[config.mk]
export PLATFORM = sky130hd
export DESIGN_NAME = console_cmd_issuer_flat
export DESIGN_NICKNAME = d
export VERILOG_FILES = /design/src/rtl/console_cmd_issuer_if.sv /design/src/rtl/console_cmd_issuer.sv /design/src/flat_wrapper.sv
export SDC_FILE = /design/constraint.sdc
export NUM_CORES = 1
export LEC_CHECK = 0
export CORE_ASPECT_RATIO = 0.9
export CORE_MARGIN = 2
export CORE_UTILIZATION = 35
export DETAILED_ROUTE_END_ITERATION = 8
export PLACE_DENSITY = 0.63
export SLEW_MARGIN = 20
export SYNTH_ARGS = -nofsm -noshare
export SYNTH_HDL_FRONTEND = slang
export SYNTH_SLANG_ARGS = --single-unit
[constraint.sdc]
create_clock -name working_clock -period 7.6 [get_ports working_clock]
set_input_delay 1.52 -clock working_clock [delete_from_list [all_inputs] [get_ports working_clock]]
set_output_delay 1.52 -clock working_clock [all_outputs]
set_load 0.02 [all_outputs]
[src/rtl/console_cmd_issuer_if.sv]
// Signal bundle between the keypad-side command issuer and the console/LCD editor.
// The master modport is the issuer; the slave modport is the keypad/console side.
interface console_cmd_issuer_if;
    logic       key_valid;
    logic [3:0] key_code;
    logic       exec_busy;
    logic       available;
    logic       to_mode;
    logic       change_mode;
    logic [3:0] symbol_to_insert;
    logic       insert;
    logic       delete;
    logic       cursor_dir;
    logic       move_cursor;
    logic       please_wait;
    logic [6:0] cursor_pos;
    logic [6:0] prog_len;
    logic       reject;
    logic       fifo_full;

    modport master (
        input  key_valid, key_code, exec_busy, available,
        output to_mode, change_mode, symbol_to_insert, insert, delete,
               cursor_dir, move_cursor, please_wait, cursor_pos, prog_len,
               reject, fifo_full
    );

    modport slave (
        output key_valid, key_code, exec_busy, available,
        input  to_mode, change_mode, symbol_to_insert, insert, delete,
               cursor_dir, move_cursor, please_wait, cursor_pos, prog_len,
               reject, fifo_full
    );
endinterface

[src/rtl/console_cmd_issuer.sv]
// Keypad-to-console command issuer: buffers mapped key codes, checks each popped
// command against mode / cursor / length, and issues one-cycle command pulses
// under the console's available handshake.
module console_cmd_issuer #(
    parameter int FIFO_DEPTH  = 4,
    parameter int PROG_MAX    = 64,
    parameter int ACK_TIMEOUT = 15
) (
    input  logic                 working_clock,
    input  logic                 resetn,
    console_cmd_issuer_if.master bus
);
    localparam int PTR_W = $clog2(FIFO_DEPTH);
    localparam int CNT_W = PTR_W + 1;
    localparam int TMR_W = $clog2(ACK_TIMEOUT + 1);

    typedef enum logic [2:0] {IDLE, CHECK, ISSUE, WAIT_ACK, WAIT_DONE} state_t;

    state_t             state_reg, state_next;
    logic [3:0]         fifo_mem [FIFO_DEPTH];
    logic [PTR_W-1:0]   wr_ptr_reg, rd_ptr_reg;
    logic [CNT_W-1:0]   count_reg;
    logic [3:0]         cmd_reg;
    logic [TMR_W-1:0]   timer_reg;
    logic [6:0]         cursor_reg, len_reg;
    logic               mode_reg, please_wait_reg;
    logic [3:0]         symbol_reg;
    logic               dir_reg, to_mode_reg;

    // Codes 0x9, 0xE and 0xF have no command and are never buffered.
    logic key_mapped, push, pop, fifo_full;
    assign key_mapped = (bus.key_code <= 4'h8) || ((bus.key_code >= 4'hA) && (bus.key_code <= 4'hD));
    assign fifo_full  = (count_reg == CNT_W'(FIFO_DEPTH));
    assign push       = bus.key_valid && key_mapped && !fifo_full;
    assign pop        = (state_reg == IDLE) && (count_reg != '0) && bus.available;

    // Decode of the command currently being checked / issued.
    logic is_ins, is_del, is_left, is_right, is_tog, edit_blocked, legal;
    assign is_ins   = (cmd_reg <= 4'h8);
    assign is_del   = (cmd_reg == 4'hA);
    assign is_left  = (cmd_reg == 4'hB);
    assign is_right = (cmd_reg == 4'hC);
    assign is_tog   = (cmd_reg == 4'hD);
    assign edit_blocked = mode_reg || please_wait_reg;

    // Legality: toggle always passes; edits need edit mode, an idle interpreter and room.
    always_comb begin
        legal = 1'b0;
        if (is_tog)
            legal = 1'b1;
        else if (is_ins)
            legal = !edit_blocked && (len_reg != 7'(PROG_MAX));
        else if (is_del || is_left)
            legal = !edit_blocked && (cursor_reg != 7'd0);
        else if (is_right)
            legal = !edit_blocked && (cursor_reg != len_reg);
    end

    // Key storage and registered read of the head entry on pop.
    always_ff @(posedge working_clock) begin
        if (push)
            fifo_mem[wr_ptr_reg] <= bus.key_code;
        if (pop)
            cmd_reg <= fifo_mem[rd_ptr_reg];
    end

    // FIFO pointers and occupancy; simultaneous push and pop leave the count unchanged.
    always_ff @(posedge working_clock or negedge resetn) begin
        if (!resetn) begin
            wr_ptr_reg <= '0;
            rd_ptr_reg <= '0;
            count_reg  <= '0;
        end else begin
            if (push)
                wr_ptr_reg <= wr_ptr_reg + PTR_W'(1);
            if (pop)
                rd_ptr_reg <= rd_ptr_reg + PTR_W'(1);
            if (push && !pop)
                count_reg <= count_reg + CNT_W'(1);
            else if (pop && !push)
                count_reg <= count_reg - CNT_W'(1);
        end
    end

    // State register.
    always_ff @(posedge working_clock or negedge resetn) begin
        if (!resetn)
            state_reg <= IDLE;
        else
            state_reg <= state_next;
    end

    // Next-state logic; an unanswered command is treated as instantaneous after the timeout.
    always_comb begin
        state_next = state_reg;
        case (state_reg)
            IDLE:      if (pop) state_next = CHECK;
            CHECK:     state_next = legal ? ISSUE : IDLE;
            ISSUE:     state_next = WAIT_ACK;
            WAIT_ACK:  if (!bus.available)
                           state_next = WAIT_DONE;
                       else if (timer_reg == TMR_W'(ACK_TIMEOUT - 1))
                           state_next = IDLE;
            WAIT_DONE: if (bus.available) state_next = IDLE;
            default:   state_next = IDLE;
        endcase
    end

    // Handshake timer, held data outputs, and tracking registers updated at the end of ISSUE.
    always_ff @(posedge working_clock or negedge resetn) begin
        if (!resetn) begin
            timer_reg       <= '0;
            cursor_reg      <= '0;
            len_reg         <= '0;
            mode_reg        <= 1'b0;
            please_wait_reg <= 1'b0;
            symbol_reg      <= '0;
            dir_reg         <= 1'b0;
            to_mode_reg     <= 1'b0;
        end else begin
            please_wait_reg <= bus.exec_busy;
            if (state_reg == WAIT_ACK)
                timer_reg <= timer_reg + TMR_W'(1);
            else
                timer_reg <= '0;
            if ((state_reg == CHECK) && legal) begin
                if (is_ins)
                    symbol_reg <= (cmd_reg == 4'h8) ? 4'h9 : cmd_reg;
                if (is_left || is_right)
                    dir_reg <= is_right;
                if (is_tog)
                    to_mode_reg <= ~mode_reg;
            end
            if (state_reg == ISSUE) begin
                if (is_ins) begin
                    cursor_reg <= cursor_reg + 7'd1;
                    len_reg    <= len_reg + 7'd1;
                end else if (is_del) begin
                    cursor_reg <= cursor_reg - 7'd1;
                    len_reg    <= len_reg - 7'd1;
                end else if (is_left) begin
                    cursor_reg <= cursor_reg - 7'd1;
                end else if (is_right) begin
                    cursor_reg <= cursor_reg + 7'd1;
                end else if (is_tog) begin
                    mode_reg <= ~mode_reg;
                end
            end
        end
    end

    // Output decode: command pulses in ISSUE, reject in CHECK, held data from registers.
    always_comb begin
        bus.insert           = (state_reg == ISSUE) && is_ins;
        bus.delete           = (state_reg == ISSUE) && is_del;
        bus.move_cursor      = (state_reg == ISSUE) && (is_left || is_right);
        bus.change_mode      = (state_reg == ISSUE) && is_tog;
        bus.reject           = (state_reg == CHECK) && !legal;
        bus.symbol_to_insert = symbol_reg;
        bus.cursor_dir       = dir_reg;
        bus.to_mode          = to_mode_reg;
        bus.please_wait      = please_wait_reg;
        bus.cursor_pos       = cursor_reg;
        bus.prog_len         = len_reg;
        bus.fifo_full        = fifo_full;
    end
endmodule

[src/flat_wrapper.sv]
// flat-port wrapper written by rule: the top's interface ports become plain ports
module console_cmd_issuer_flat 
#(
    parameter int FIFO_DEPTH  = 4,
    parameter int PROG_MAX    = 64,
    parameter int ACK_TIMEOUT = 15
)
  (working_clock, resetn, bus_key_valid, bus_key_code, bus_exec_busy, bus_available, bus_to_mode, bus_change_mode, bus_symbol_to_insert, bus_insert, bus_delete, bus_cursor_dir, bus_move_cursor, bus_please_wait, bus_cursor_pos, bus_prog_len, bus_reject, bus_fifo_full);
  console_cmd_issuer_if bus_i ();
  input  logic working_clock;
  input  logic resetn;
  input wire logic [$bits(bus_i.key_valid)-1:0] bus_key_valid;
  input wire logic [$bits(bus_i.key_code)-1:0] bus_key_code;
  input wire logic [$bits(bus_i.exec_busy)-1:0] bus_exec_busy;
  input wire logic [$bits(bus_i.available)-1:0] bus_available;
  output wire logic [$bits(bus_i.to_mode)-1:0] bus_to_mode;
  output wire logic [$bits(bus_i.change_mode)-1:0] bus_change_mode;
  output wire logic [$bits(bus_i.symbol_to_insert)-1:0] bus_symbol_to_insert;
  output wire logic [$bits(bus_i.insert)-1:0] bus_insert;
  output wire logic [$bits(bus_i.delete)-1:0] bus_delete;
  output wire logic [$bits(bus_i.cursor_dir)-1:0] bus_cursor_dir;
  output wire logic [$bits(bus_i.move_cursor)-1:0] bus_move_cursor;
  output wire logic [$bits(bus_i.please_wait)-1:0] bus_please_wait;
  output wire logic [$bits(bus_i.cursor_pos)-1:0] bus_cursor_pos;
  output wire logic [$bits(bus_i.prog_len)-1:0] bus_prog_len;
  output wire logic [$bits(bus_i.reject)-1:0] bus_reject;
  output wire logic [$bits(bus_i.fifo_full)-1:0] bus_fifo_full;
  assign bus_i.key_valid = bus_key_valid;
  assign bus_i.key_code = bus_key_code;
  assign bus_i.exec_busy = bus_exec_busy;
  assign bus_i.available = bus_available;
  assign bus_to_mode = bus_i.to_mode;
  assign bus_change_mode = bus_i.change_mode;
  assign bus_symbol_to_insert = bus_i.symbol_to_insert;
  assign bus_insert = bus_i.insert;
  assign bus_delete = bus_i.delete;
  assign bus_cursor_dir = bus_i.cursor_dir;
  assign bus_move_cursor = bus_i.move_cursor;
  assign bus_please_wait = bus_i.please_wait;
  assign bus_cursor_pos = bus_i.cursor_pos;
  assign bus_prog_len = bus_i.prog_len;
  assign bus_reject = bus_i.reject;
  assign bus_fifo_full = bus_i.fifo_full;
  console_cmd_issuer #(.FIFO_DEPTH(FIFO_DEPTH), .PROG_MAX(PROG_MAX), .ACK_TIMEOUT(ACK_TIMEOUT)) u_core (.working_clock(working_clock), .resetn(resetn), .bus(bus_i));
endmodule
**Word-level counts from Yosys, hierarchy flattened**

Memories as Yosys holds them, arrays and structs flattened. A register that Yosys moved wholly into a read port is not among the register bits.
Index checks and enable logic that the tools add are counted.

- Add/sub/neg operators: 9
- Muxes and demuxes: 22
- Reductions and logical operators: 38
- Equal/unequal tests: 16
- Bitwise logic cells: 5
- Order comparisons: 4

Operator list:

| kind | count |
|---|---|
| $mux W7 | 6 |
| $eq A4 B4 Y1 const B | 6 |
| $mux W3 | 6 |
| $logic_and A1 B1 Y1 | 16 |
| $pmux W3 S5 | 1 |
| $add A7 B1 Y7 const B | 2 |
| $sub A7 B1 Y7 const B | 2 |
| $le A4 B4 Y1 const B | 3 |
| $reduce_and A2 Y1 | 5 |
| $mux W4 | 2 |
| $ne A7 B7 Y1 | 1 |
| $ne A7 B7 Y1 const B | 1 |
| $reduce_bool A7 Y1 | 1 |
| $eq A3 B2 Y1 const B | 2 |
| $eq A3 B3 Y1 const B | 2 |
| $mux W1 | 6 |
| $reduce_and A6 Y1 | 1 |
| $logic_not A1 Y1 | 5 |
| $not A1 Y1 | 5 |
| $add A2 B1 Y2 const B | 2 |
| $add A4 B1 Y4 const B | 1 |
| $ge A4 B4 Y1 const B | 1 |
| $logic_or A1 B1 Y1 | 4 |
| $reduce_bool A2 Y1 | 2 |
| 11 further kinds | 11 |

- Memories: 1
- Logic and storage cells: 107
- Register bits after elaboration: 36
- Bits in writable memories: 16
- Input port bits: 9

Memory list:

| name | words | width | read ports | clocked after Yosys merged registers in | wr ports | line | text |
|---|---|---|---|---|---|---|---|
| u_core.fifo_mem | 4 | 4 | 1 | 1 | 1 | console_cmd_issuer.sv:20 | `logic [3:0] fifo_mem [FIFO_DEPTH];` |

**Longest topological paths before layout**

- Word-level depth: 9
- Gate-level depth with buffers: 10
- Depth with buffers taken out: 10

**Least setup slack after synthesis**

OpenSTA, ideal clock, no wires.

- Path type: input port to flip-flop
- From: in bus_available
- To: reg u_core.count_reg[1]
- Arrival: 3.354 ns
- Setup slack: 4.122 ns
- Path buffers: 0
- Cell stages on the path: 7
- Cells stage by stage: o31ai_1 > nor4_1 > inv_1 > ha_1 > inv_1 > fa_1 > mux2_2

- Word-level cells in the longest chain between the ends: 4
- Elaborated cells between the ends (all ways): 6

Ends and longest elaborated chain:

| element | line | text |
|---|---|---|
| start: declaration | flat_wrapper.sv:15 | `input wire logic [$bits(bus_i.available)-1:0] bus_available;` |
| $logic_and A1 B1 Y1 (*) | console_cmd_issuer.sv:35 | `assign pop = (state_reg == IDLE) && (count_reg != '0) && bus.available;` |
| via u_core.pop | console_cmd_issuer.sv:31 | `logic key_mapped, push, pop, fifo_full;` |
| $logic_not A1 Y1 | console_cmd_issuer.sv:78 | `if (push && !pop)` |
| $logic_and A1 B1 Y1 | console_cmd_issuer.sv:78 |  |
| $mux W3 or $reduce_bool A2 Y1 (tied branches) | - |  |
| end signal: assignment | console_cmd_issuer.sv:79 | `count_reg <= count_reg + CNT_W'(1);` |
| end signal: assignment | console_cmd_issuer.sv:81 | `count_reg <= count_reg - CNT_W'(1);` |
| end: declaration | console_cmd_issuer.sv:22 | `logic [CNT_W-1:0] count_reg;` |

Mark *: on every way through the listed nets, which the timed path passes. The rest lies on a longest branch.
A chain may end at the register's enable or synchronous reset.

**Worst setup path in the final report**

- From: reg u_core.cmd_reg[3], read port of u_core.fifo_mem
- To: out bus_reject

- Word-level cells in the longest chain between the ends: 7
- Elaborated cells between the ends (all ways): 12

Ends and longest elaborated chain:

| element | line | text |
|---|---|---|
| start: declaration | console_cmd_issuer.sv:23 | `logic [3:0] cmd_reg;` |
| $eq A4 B4 Y1, on equally long branches | console_cmd_issuer.sv:42, console_cmd_issuer.sv:40, console_cmd_issuer.sv:41 |  |
| $mux W1 or $logic_or A1 B1 Y1 (tied branches) | console_cmd_issuer.sv:55, console_cmd_issuer.sv:53 |  |
| $mux W1 | console_cmd_issuer.sv:53 | `else if (is_del \|\| is_left)` |
| $mux W1 | console_cmd_issuer.sv:51 | `else if (is_ins)` |
| $mux W1 (*) | console_cmd_issuer.sv:49 | `if (is_tog)` |
| $logic_not A1 Y1 (*) | console_cmd_issuer.sv:158 | `bus.reject = (state_reg == CHECK) && !legal;` |
| $logic_and A1 B1 Y1 (*) | console_cmd_issuer.sv:158 |  |
| end: declaration | flat_wrapper.sv:26 | `output wire logic [$bits(bus_i.reject)-1:0] bus_reject;` |

Mark *: on every way between the ends. The rest lies on a longest branch, timed or not.

==> out/results.txt <==
Detailed-route via count: 1,939. The run gives 56 as the total number of clock tree sinks. For hold timing, the worst endpoint is u_core.bus.symbol_to_insert[2]. The first global-routing pass estimated 9330 um of wire. STA classifies the critical path startpoint as a register.

Including well taps, the total number of placed cells is 374. The clock arrives with 0.00818 ns of skew. Entering global routing, the biggest net connects 37 pins.

Buffers inserted to repair hold after CTS numbered 0. The tools report the initial antenna violation count as 0. For the number of hold violations in the final report, the log shows 0. Summed over all cells, the static leakage comes to 1.38 nW. After floorplanning, the core was sized to cover 8070 um^2. The logs give 2930 um^2 for the post-synthesis instance area and 0 for the number of inserted diodes. The net count of the finished layout is 308. The worst hold path cell count came out at 1. The critical path capture point type is an output port. The total chip power came out at 1.39 mW. The floorplan step defined a die boundary enclosing 9110 um^2. Among all flip-flop cells after synthesis, the most frequent one is dfrtp_1.

Summing the sequential cell areas from Yosys gives 51.3% of the chip area. In this run the critical register-to-register path is captured at u_core.bus.prog_len[6]. Walking the worst path, the cells encountered are and3b_1, nor4_1, nand3_1, a31oi_1, clkdlybuf4s50_1.

For this block, wires on met1 add up to 2840 um. For the number of instances resized during post-cts repair, the log shows 0. Detailed routing placed a total of 2500 um of wire on met2.

TritonCTS built the clock tree. The number of nets in the synthesized netlist is 274. The tool flagged a number of max-cap violations equal to 0. On the critical path the largest part of the delay comes from simple AND/OR/NAND/NOR gates. The master of the slowest instance on the critical path was clkdlybuf4s50_1.

The finished cells cover 3450 um^2. The count of boundary I/O pins was 36; the number of levels in the clock H-tree was 2. The beginning of the worst register-to-register path is u_core.cmd_reg[2]. The run gives 44.6% as the headroom to the max-slew limit. Clock-pin transition on the worst setup and hold timing paths: 0.11 ns.

Wires add up to 5620 um. OpenSTA, run right after detailed placement, puts the worst setup slack at 3.67 ns. In the routed design, unresolved DRC markers number 0. The number of standard cells after synthesis came out at 248.

The class of the tightest hold or removal check was reg -> reg. After synthesis, the mean cell area works out to 11.8 um^2. For the arrival time at the worst endpoint, the log shows 2.56 ns. For the pin with the worst max-slew slack, the measured transition is 0.831 ns. The highest routed metal layer was met4. The kind of critical path was reg -> out. At the end of routability-driven placement, the weighted congestion stood at 0.765. For the final worst setup slack, the log shows 3.52 ns.

For this block, the initial DRC count from the detailed router was 74. Synthesis inferred 56 register bits. Number of flip-flops under the largest register name: 16. After synthesis, the share of flip-flops with an asynchronous set or reset is 64.3%. Excluding fillers, the count of instances in the completed layout stands at 382. The layout cell share with drive strength beyond 1 is 9.54%, and the height of the chip is 90.8 um.

The clock reaches the later pin of the worst-skew pair after 0.31 ns. The number of enable flip-flop cells after synthesis came out at 20. In this run the horizontal extent of the chip is 100 um.

The tools report the number of buffers inserted during clock tree synthesis as 5. For the worst hold slack, the log shows 0.501 ns. The end-of-flow core utilization is 42.7%, and the count of buffers inserted at the top-level ports is 35. The routed design could run at a clock period as short as 4.08 ns.

Global routing finished with a remaining overflow of 0. Of all nets on the critical path, the largest fanout is 9. Using the TritonRoute via totals, the vias-per-cell ratio works out to 5.08. The detail route stage leaves a number of antenna-violating nets equal to 0.

The worst path buffer plus inverter count is 1, and the cell area after placement is 3350 um^2. The power density over cell area was 403 nW/um^2; the largest incremental delay on the critical path was 0.64 ns. The data required time at the worst endpoint was 6.08 ns; the largest vdd supply drop was 0.000175 V.

After floorplanning, the core was divided into 31 placement rows. For this run, the detailed router's first-pass iteration total came to 4. The worst path uses 53.7% of the clock period. The HPWL after detailed placement is 4030 um, and the buffer depth of the longest clock path is 2. The flow ran to the end, and the final reports show no timing, DRC or antenna violations.

The logs give 0 for the max-slew violation total from the final report and 0 for the number of warnings printed during yosys synthesis. Detailed routing placed a total of 233 um of wire on met3. The tools report the reg2reg setup slack as 5.00 ns.

In this run the most critical hold path is launched from u_core.bus.symbol_to_insert[2]. For the worst flop-to-flop path, the logic depth is 8. The post-CTS setup buffer count came out at 0. Setup repair after global routing left no endpoint under its margin.

Clock tree synthesis selected as its root buffer the cell clkbuf_8. Synthesis instantiated 48 different standard cells from the library. Global routing consumed, over all layers together, 12.9% of the routing resources. Setup violations remaining at the end of the flow were counted as 0. The highest attainable clock frequency is 245 MHz, and the number of global-route vias before repair is 1,881. Compared with the post-synthesis result, the final layout area differs by 17.8%. The initial utilization of the core area, before any placement, comes to 36.3%.

u_core.fifo_mem holds more flip-flops than any other register. In the final routed layout, each cell accounts on average for 14.7 um. For the setup TNS, the log shows 0 ns.
==> synth_stat cells (3+ instances only) <==
library cell / n / area, um^2
inv_1: 11 / 41.3
xnor2_1: 13 / 114
buf_2: 3 / 15.0
nand4_1: 3 / 18.8
a21oi_1: 10 / 50.1
nor4_1: 6 / 37.5
mux4_2: 4 / 90.1
mux2_2: 3 / 33.8
clkbuf_1: 4 / 15.0
edfxtp_1: 20 / 601
nand2_1: 23 / 86.3
a31oi_1: 3 / 18.8
dfrtp_1: 36 / 901
nand3_1: 10 / 50.1
nor3_1: 3 / 15.0
o31ai_1: 4 / 30.0
ha_1: 15 / 188
xor2_1: 16 / 140
nand3b_1: 4 / 30.0
and2_1: 4 / 25.0
nor2_1: 12 / 45.0
o21ai_0: 9 / 45.0
==> area by class of cell <==
| class | instances | area, um^2 |
|---|---|---|
| Inverter | 12 | 45.0 |
| Multi-Input combinational cell | 171 | 1330 |
| Clock inverter | 3 | 27.5 |
| Sequential cell | 56 | 1500 |
| Timing Repair Buffer | 36 | 353 |
| Fill cell | 760 | 4620 |
| Tap cell | 99 | 124 |
| Clock buffer | 5 | 68.8 |
==> where the power goes <==
group	switching, mW	internal (mW)	total, mW
Sequential	0.148	0.424	0.572
Clock	0.109	0.0681	0.177
Combinational	0.323	0.319	0.643
Total	0.580	0.811	1.39
==> cell families (layout without fill, tap and decap cells) <==
group | after synthesis | in the layout | share of synthesized area [%]
flip-flops | 56 | 56 | 51.3
AO/OA/AOI/OAI | 37 | 37 | 9.19
buffers and inverters | 21 | 56 | 3.33
adder cells (fa/ha/maj) | 17 | 17 | 7.78
AND/OR/NAND/NOR | 77 | 77 | 13.9
XOR/XNOR | 29 | 29 | 8.68
multiplexers | 11 | 11 | 5.85
==> cell usage in the layout (no fill, tap or decap), drive strengths merged, types with 2 or more instances in the layout <==
cell / Yosys / final
a311oi: 2 / 2
clkbuf: 4 / 5
nor3b: 2 / 2
nor3: 3 / 3
a31oi: 3 / 3
nand2: 24 / 24
o21ai: 9 / 9
o31ai: 5 / 5
nand2b: 2 / 2
a21o: 2 / 2
nor2: 12 / 12
ha: 15 / 15
mux4: 4 / 4
and2: 4 / 4
edfxtp: 20 / 20
inv: 12 / 13
clkdlybuf4s50: 0 / 34
nand4: 3 / 3
mux2: 6 / 6
nand3b: 4 / 4
a21oi: 11 / 11
and3: 2 / 2
nor4: 6 / 6
nand3: 10 / 10
xnor2: 13 / 13
dfrtp: 36 / 36
xor2: 16 / 16
fa: 2 / 2
buf: 5 / 2
==> worst max path at each step <==
stage	startpoint	endpoint	slack (ns)	depth (start not counted)
3_3_place_gp	bus_key_code[1]	u_core.count_reg[2]	3.73	11
3_5_place_dp	bus_key_code[1]	u_core.count_reg[2]	3.67	11
2_1_floorplan	bus_available	u_core.count_reg[1]	4.12	7
6_report	u_core.cmd_reg[3]	bus_reject	3.52	5
4_1_cts	u_core.cmd_reg[3]	bus_reject	3.49	5
5_1_grt	u_core.cmd_reg[3]	bus_reject	3.38	5
==> layer usage <==
layer / global-route usage [%] / up-vias
met2: 19.6 / 45
met1: 18.7 / 938
met5: 0 / -
met4: 2.85 / 0
li1: - / 952
met3: 2.79 / 4
No activity file was read; power rests on OpenSTA's default activity.
==> edit 1 (same flow settings) <==
Re-encode `state_t` (5 states) as one-hot, 5 bits wide.
--- a/src/rtl/console_cmd_issuer.sv
+++ b/src/rtl/console_cmd_issuer.sv
@@ -15,5 +15,5 @@
     localparam int TMR_W = $clog2(ACK_TIMEOUT + 1);
 
-    typedef enum logic [2:0] {IDLE, CHECK, ISSUE, WAIT_ACK, WAIT_DONE} state_t;
+    typedef enum logic [4:0] {IDLE = 5'b00001, CHECK = 5'b00010, ISSUE = 5'b00100, WAIT_ACK = 5'b01000, WAIT_DONE = 5'b10000} state_t;
 
     state_t             state_reg, state_next;
Behaviour: no difference found for any inputs over 10 cycles, from zero or initial values and one cycle with resetn low; not proved beyond that.
==> edit 1 against the original RTL <==
Count of clock-buffer cells in the layout rose by 4. Fmax down 5.5%. Power is 6.5% lower. Wire length up 3.7%. Register-to-register slack worse by 100 ps. Via count is 2.6% higher. Setup slack got worse by 240 ps. Final area grew 3.3%. Sequential cell count is 2 higher. Synthesized area up 0.90%. Critical endpoint unchanged.
==> edit 1: results (changes against the original RTL) <==
[worst_setup_path]
crit_family = compound AO/OA/AOI/OAI gates
slowest_delay_ps = 590  ; -50 ps
cp_max_fo = 8  ; -1
crit_path_top_delay_cell = clkdlybuf4s50_1

[grt]
grt_max_degree = 39  ; +5.4%
grt_first_pass_wirelength_mm = 9.85  ; +5.6%
antenna_found_initial = 0  ; unchanged
track_usage = 0.139  ; +0.0106

[cts]
ctsResizeCount = 0  ; unchanged
postCtsSetupBuffers = 0  ; unchanged
h-tree-depth = 3  ; +1
clock_latency_ps = 340  ; +30 ps
numCtsBuffers = 9  ; +4
cts_max_path_buffers = 2  ; unchanged
cts.reportedPaths.clkPinSlew_ps = 60  ; -50 ps

[logic_synthesis]
yosys.area.top_type_share = 0.313  ; +0.00573
syn_nets = 275  ; +0.36%
async_reset_ff_frac = 0.655  ; +0.0123
synth_cells = 250  ; +0.81%
yosysUniqueCellTypes = 52  ; +8.3%
synth_edf_count = 20  ; unchanged
ys.flop_type = dfrtp_1
ys_seq_area_frac = 0.526  ; +0.0128
synthTopCellsByCount = dfrtp_1 (37), edfxtp_1 (20), xor2_1 (19), nand2_1 (17), nor2_1 (16)
synthTopCellsByArea = dfrtp_1 (31%), edfxtp_1 (20%), ha_1 (5.9%), xor2_1 (5.6%), xnor2_1 (3.3%)

[finish]
diodes = 0  ; unchanged
regMostFlops = u_core.fifo_mem
largest_reg_flops = 16  ; unchanged
drive_gt1_frac = 0.105  ; +0.0100
nets = 314  ; +1.9%

[power]
clock_power_w = 0.000272  ; +54%
p_int_w = 0.000818  ; +0.89%
switchingPower_w = 0.000482  ; -17%
ir_worst_vdd_mv = 0.142  ; -19%
static-leakage-power_nw = 1.51  ; +9.5%
comb_cell_power_w = 0.000498  ; -23%

[sta]
tightest_slew_ps = 894  ; +62.8 ps
clock_skew_ps = 7.70  ; -0.482 ps

[route]
drtIter0Drc = 97  ; +31%
wl_mm = 5.83  ; +3.7%
dr.pass1.iters = 4  ; unchanged
drt-vias-per-instance = 5.06  ; -0.29%
vias = 1989  ; +2.6%

[placed_design]
place.gp.congestion = 0.771  ; +0.78%
dp_hpwl_mm = 4.19  ; +4.0%
placed_cells = 377  ; +0.80%
post-place-ws_ps = 3490  ; -178 ps

[flow_run]
drv_cap = 0  ; unchanged

[run_status]
status = finished, final reports clean

edit 1: changes by cell type in the layout (fill, tap and decap cells not counted), moves of 5 or more:
cell,delta
nand2_1,-6
nor3_1,+6
nor4_1,-5
o21ai_0,+6
edit 1: final cells by class:
cell class | count | area [um2]
clock inverters | 7 | 60.1
repair buffers | 35 | 345
well taps | 99 | 124
fillers | 762 | 4550
flip-flops and latches | 58 | 1550
inverters | 12 | 45.0
clock buffers | 9 | 124
multi-input cells | 173 | 1310
edit 1: cell families (layout without fill, tap and decap cells):
group,Yosys count,after routing,synth area share
muxes,8,8,0.0453
buffers and inverters,19,63,0.0309
DFF,58,58,0.526
adders and majority gates,16,16,0.0729
and+or+nand+nor,78,78,0.147
AOI/OAI and AO/OA,41,41,0.0894
xor gates and xnor gates,30,30,0.0889
edit 1: metrics by stage:
step	cell area, um2	utilization	hold WS, ps
2_1_floorplan	2950	-	454
3_3_place_gp	3380	0.417	474
3_5_place_dp	3380	0.417	476
4_1_cts	3560	0.439	486
5_1_grt	3560	0.439	496
6_report	3560	0.439	483
edit 1: final timing paths:
check,startpoint,to,slack (ps),cells past startpoint
min,u_core.count_reg[2],u_core.count_reg[2],480,1
min in group asynchronous,resetn,u_core.bus.prog_len[5],1290,1
min reg2reg,u_core.count_reg[2],u_core.count_reg[2],480,1
max,u_core.cmd_reg[2],bus_reject,3280,6
max reg2reg,u_core.cmd_reg[2],u_core.bus.prog_len[6],4900,9
max in group asynchronous,resetn,u_core.wr_ptr_reg[0],5730,1
edit 1: per-layer routing:
metal	GRT usage	share of wire	up-vias
li1	-	-	976
met1	0.182	0.47	961
met4	0.0582	0.012	0
met3	0.0370	0.043	7
met5	0	0	-
met2	0.218	0.47	45
==> edit 2 (same flow settings) <==
Made on the original files. `FIFO_DEPTH` is set to 4 in 2 places; all go to 2.
--- a/src/rtl/console_cmd_issuer.sv
+++ b/src/rtl/console_cmd_issuer.sv
@@ -3,5 +3,5 @@
 // under the console's available handshake.
 module console_cmd_issuer #(
-    parameter int FIFO_DEPTH  = 4,
+    parameter int FIFO_DEPTH  = 2,
     parameter int PROG_MAX    = 64,
     parameter int ACK_TIMEOUT = 15
--- a/src/flat_wrapper.sv
+++ b/src/flat_wrapper.sv
@@ -2,5 +2,5 @@
 module console_cmd_issuer_flat 
 #(
-    parameter int FIFO_DEPTH  = 4,
+    parameter int FIFO_DEPTH  = 2,
     parameter int PROG_MAX    = 64,
     parameter int ACK_TIMEOUT = 15
Function: changed (a bounded check fails within 4 cycles, from zero or initial values and one cycle with resetn low).
==> edit 2 against the original RTL <==
Die area shrank 18%. Core utilization is 1.8 points higher. Setup slack better by 85 ps. First-iteration DRC count increased by 2.7%. Register-to-register slack got worse by 130 ps. Global-route usage rose by 0.36 points. Via count shrank 16%. Power fell by 14%. Critical path depth up 1. Final cell count down 11%. Final area shrank 15%. Synthesized area decreased by 19%. Sequential cell count fell by 11. Wire length shrank 20%. Critical path type unchanged. Highest routed layer unchanged.
==> edit 2: results (changes against the original RTL) <==
[run_status]
status = finished, final reports clean

[route]
wl_met1_mm = 2.20  ; -22%
wire_per_inst_um = 13.3  ; -9.8%
wl_met3_um = 250  ; +7.3%
drt-vias-per-instance = 4.78  ; -5.8%
drtIter0Drc = 76  ; +2.7%
route.met2.wl_mm = 2.01  ; -20%

[logic_synthesis]
yosys.area_share.xor_xnor = 0.0999  ; +0.0132
synth_edf_count = 12  ; -40%
yosysUniqueCellTypes = 46  ; -4.2%
async_reset_ff_frac = 0.733  ; +0.0905
synth_fa_ha_area_frac = 0.0666  ; -0.0111
ys_seq_area_frac = 0.501  ; -0.0115
synth_compound_area_frac = 0.109  ; +0.0171
synthTopCellsByArea = dfrtp_1 (35%), edfxtp_1 (15%), ha_1 (5.8%), xnor2_1 (5.6%), xor2_1 (4.4%)
synthTopCellsByCount = dfrtp_1 (33), xnor2_1 (15), nor2_1 (14), edfxtp_1 (12), xor2_1 (12)
syn_nets = 235  ; -14%
synth_area_um2 = 2370  ; -19%
synth_mux_area_frac = 0.0418  ; -0.0168

[sta]
fin_ws_ps = 3600  ; +84.8 ps
slew_headroom = 0.616  ; +0.170
clock_skew_ps = 5.04  ; -3.15 ps

[finish]
multi_input_cells = 153  ; -11%
nets = 271  ; -12%
fill_cells = 637  ; -16%
final-clk-cell-share = 0.0398  ; +0.0119
multi_input_area_um2 = 1110  ; -16%
seq_area_frac = 0.406  ; -0.0292
drive_gt1_frac = 0.0717  ; -0.0237
inv_count = 9  ; -3
seq_cells = 45  ; -20%
buf_share = 0.123  ; +0.0202
largest_reg_flops = 8  ; -8

[grt]
grt_max_degree = 34  ; -8.1%
gr-usage-met3 = 0.0394  ; +0.0116
track_usage = 0.132  ; +0.00355
grt_pass1_vias = 1633  ; -13%
globalRouteMet1Util = 0.170  ; -0.0170
grt_first_pass_wirelength_mm = 7.69  ; -18%
gr-usage-met2 = 0.212  ; +0.0156

[placed_design]
post-place-ws_ps = 3950  ; +283 ps
place.gp.congestion = 0.756  ; -1.2%
dp_hpwl_mm = 3.29  ; -18%

[worst_setup_path]
rrSetupSlack_ps = 4870  ; -130 ps
regToRegStartpoint = u_core.cmd_reg[1]
cp_max_fo = 8  ; -1
arrival_ps = 2480  ; -80 ps
cp-startpoint = u_core.bus.cursor_pos[3]

[cts]
cts_max_path_buffers = 2  ; unchanged
cts.reportedPaths.clkPinSlew_ps = 90  ; -20 ps
clock_latency_ps = 300

[power]
ir_worst_vdd_mv = 0.192  ; +9.7%
static-leakage-power_nw = 1.20  ; -13%

[min_path]
min_to = u_core.wr_ptr_reg
min_from = u_core.wr_ptr_reg

-- edit 2: cell types whose count changed after synthesis, sizes merged, moves of 4 or more --
| cell | unedited run | this run |
|---|---|---|
| nand2 | 24 | 11 |
| ha | 15 | 11 |
| nand3 | 10 | 6 |
| mux4 | 4 | 0 |
| edfxtp | 20 | 12 |
| xor2 | 16 | 12 |
-- edit 2: report_power, final --
| group | switching, W | leakage, nW | internal (W) |
|---|---|---|---|
| registers | 0.000113 | 0.523 | 0.000341 |
| logic | 0.000277 | 0.615 | 0.000278 |
| clock network | 0.0000911 | 0.0591 | 0.000100 |
| total | 0.000481 | 1.20 | 0.000719 |
-- edit 2: through the flow --
step                       util  hold slack (ps)  instances  power (W)  area [um2]
after global routing      0.446              522        341    0.00130        2920
final                     0.446              487        341    0.00120        2920
after detailed placement  0.428              471        333    0.00102        2800
after global placement    0.428              469        333    0.00101        2800
after CTS                 0.446              488        341    0.00121        2920
after floorplan               -              454        214   0.000821        2370
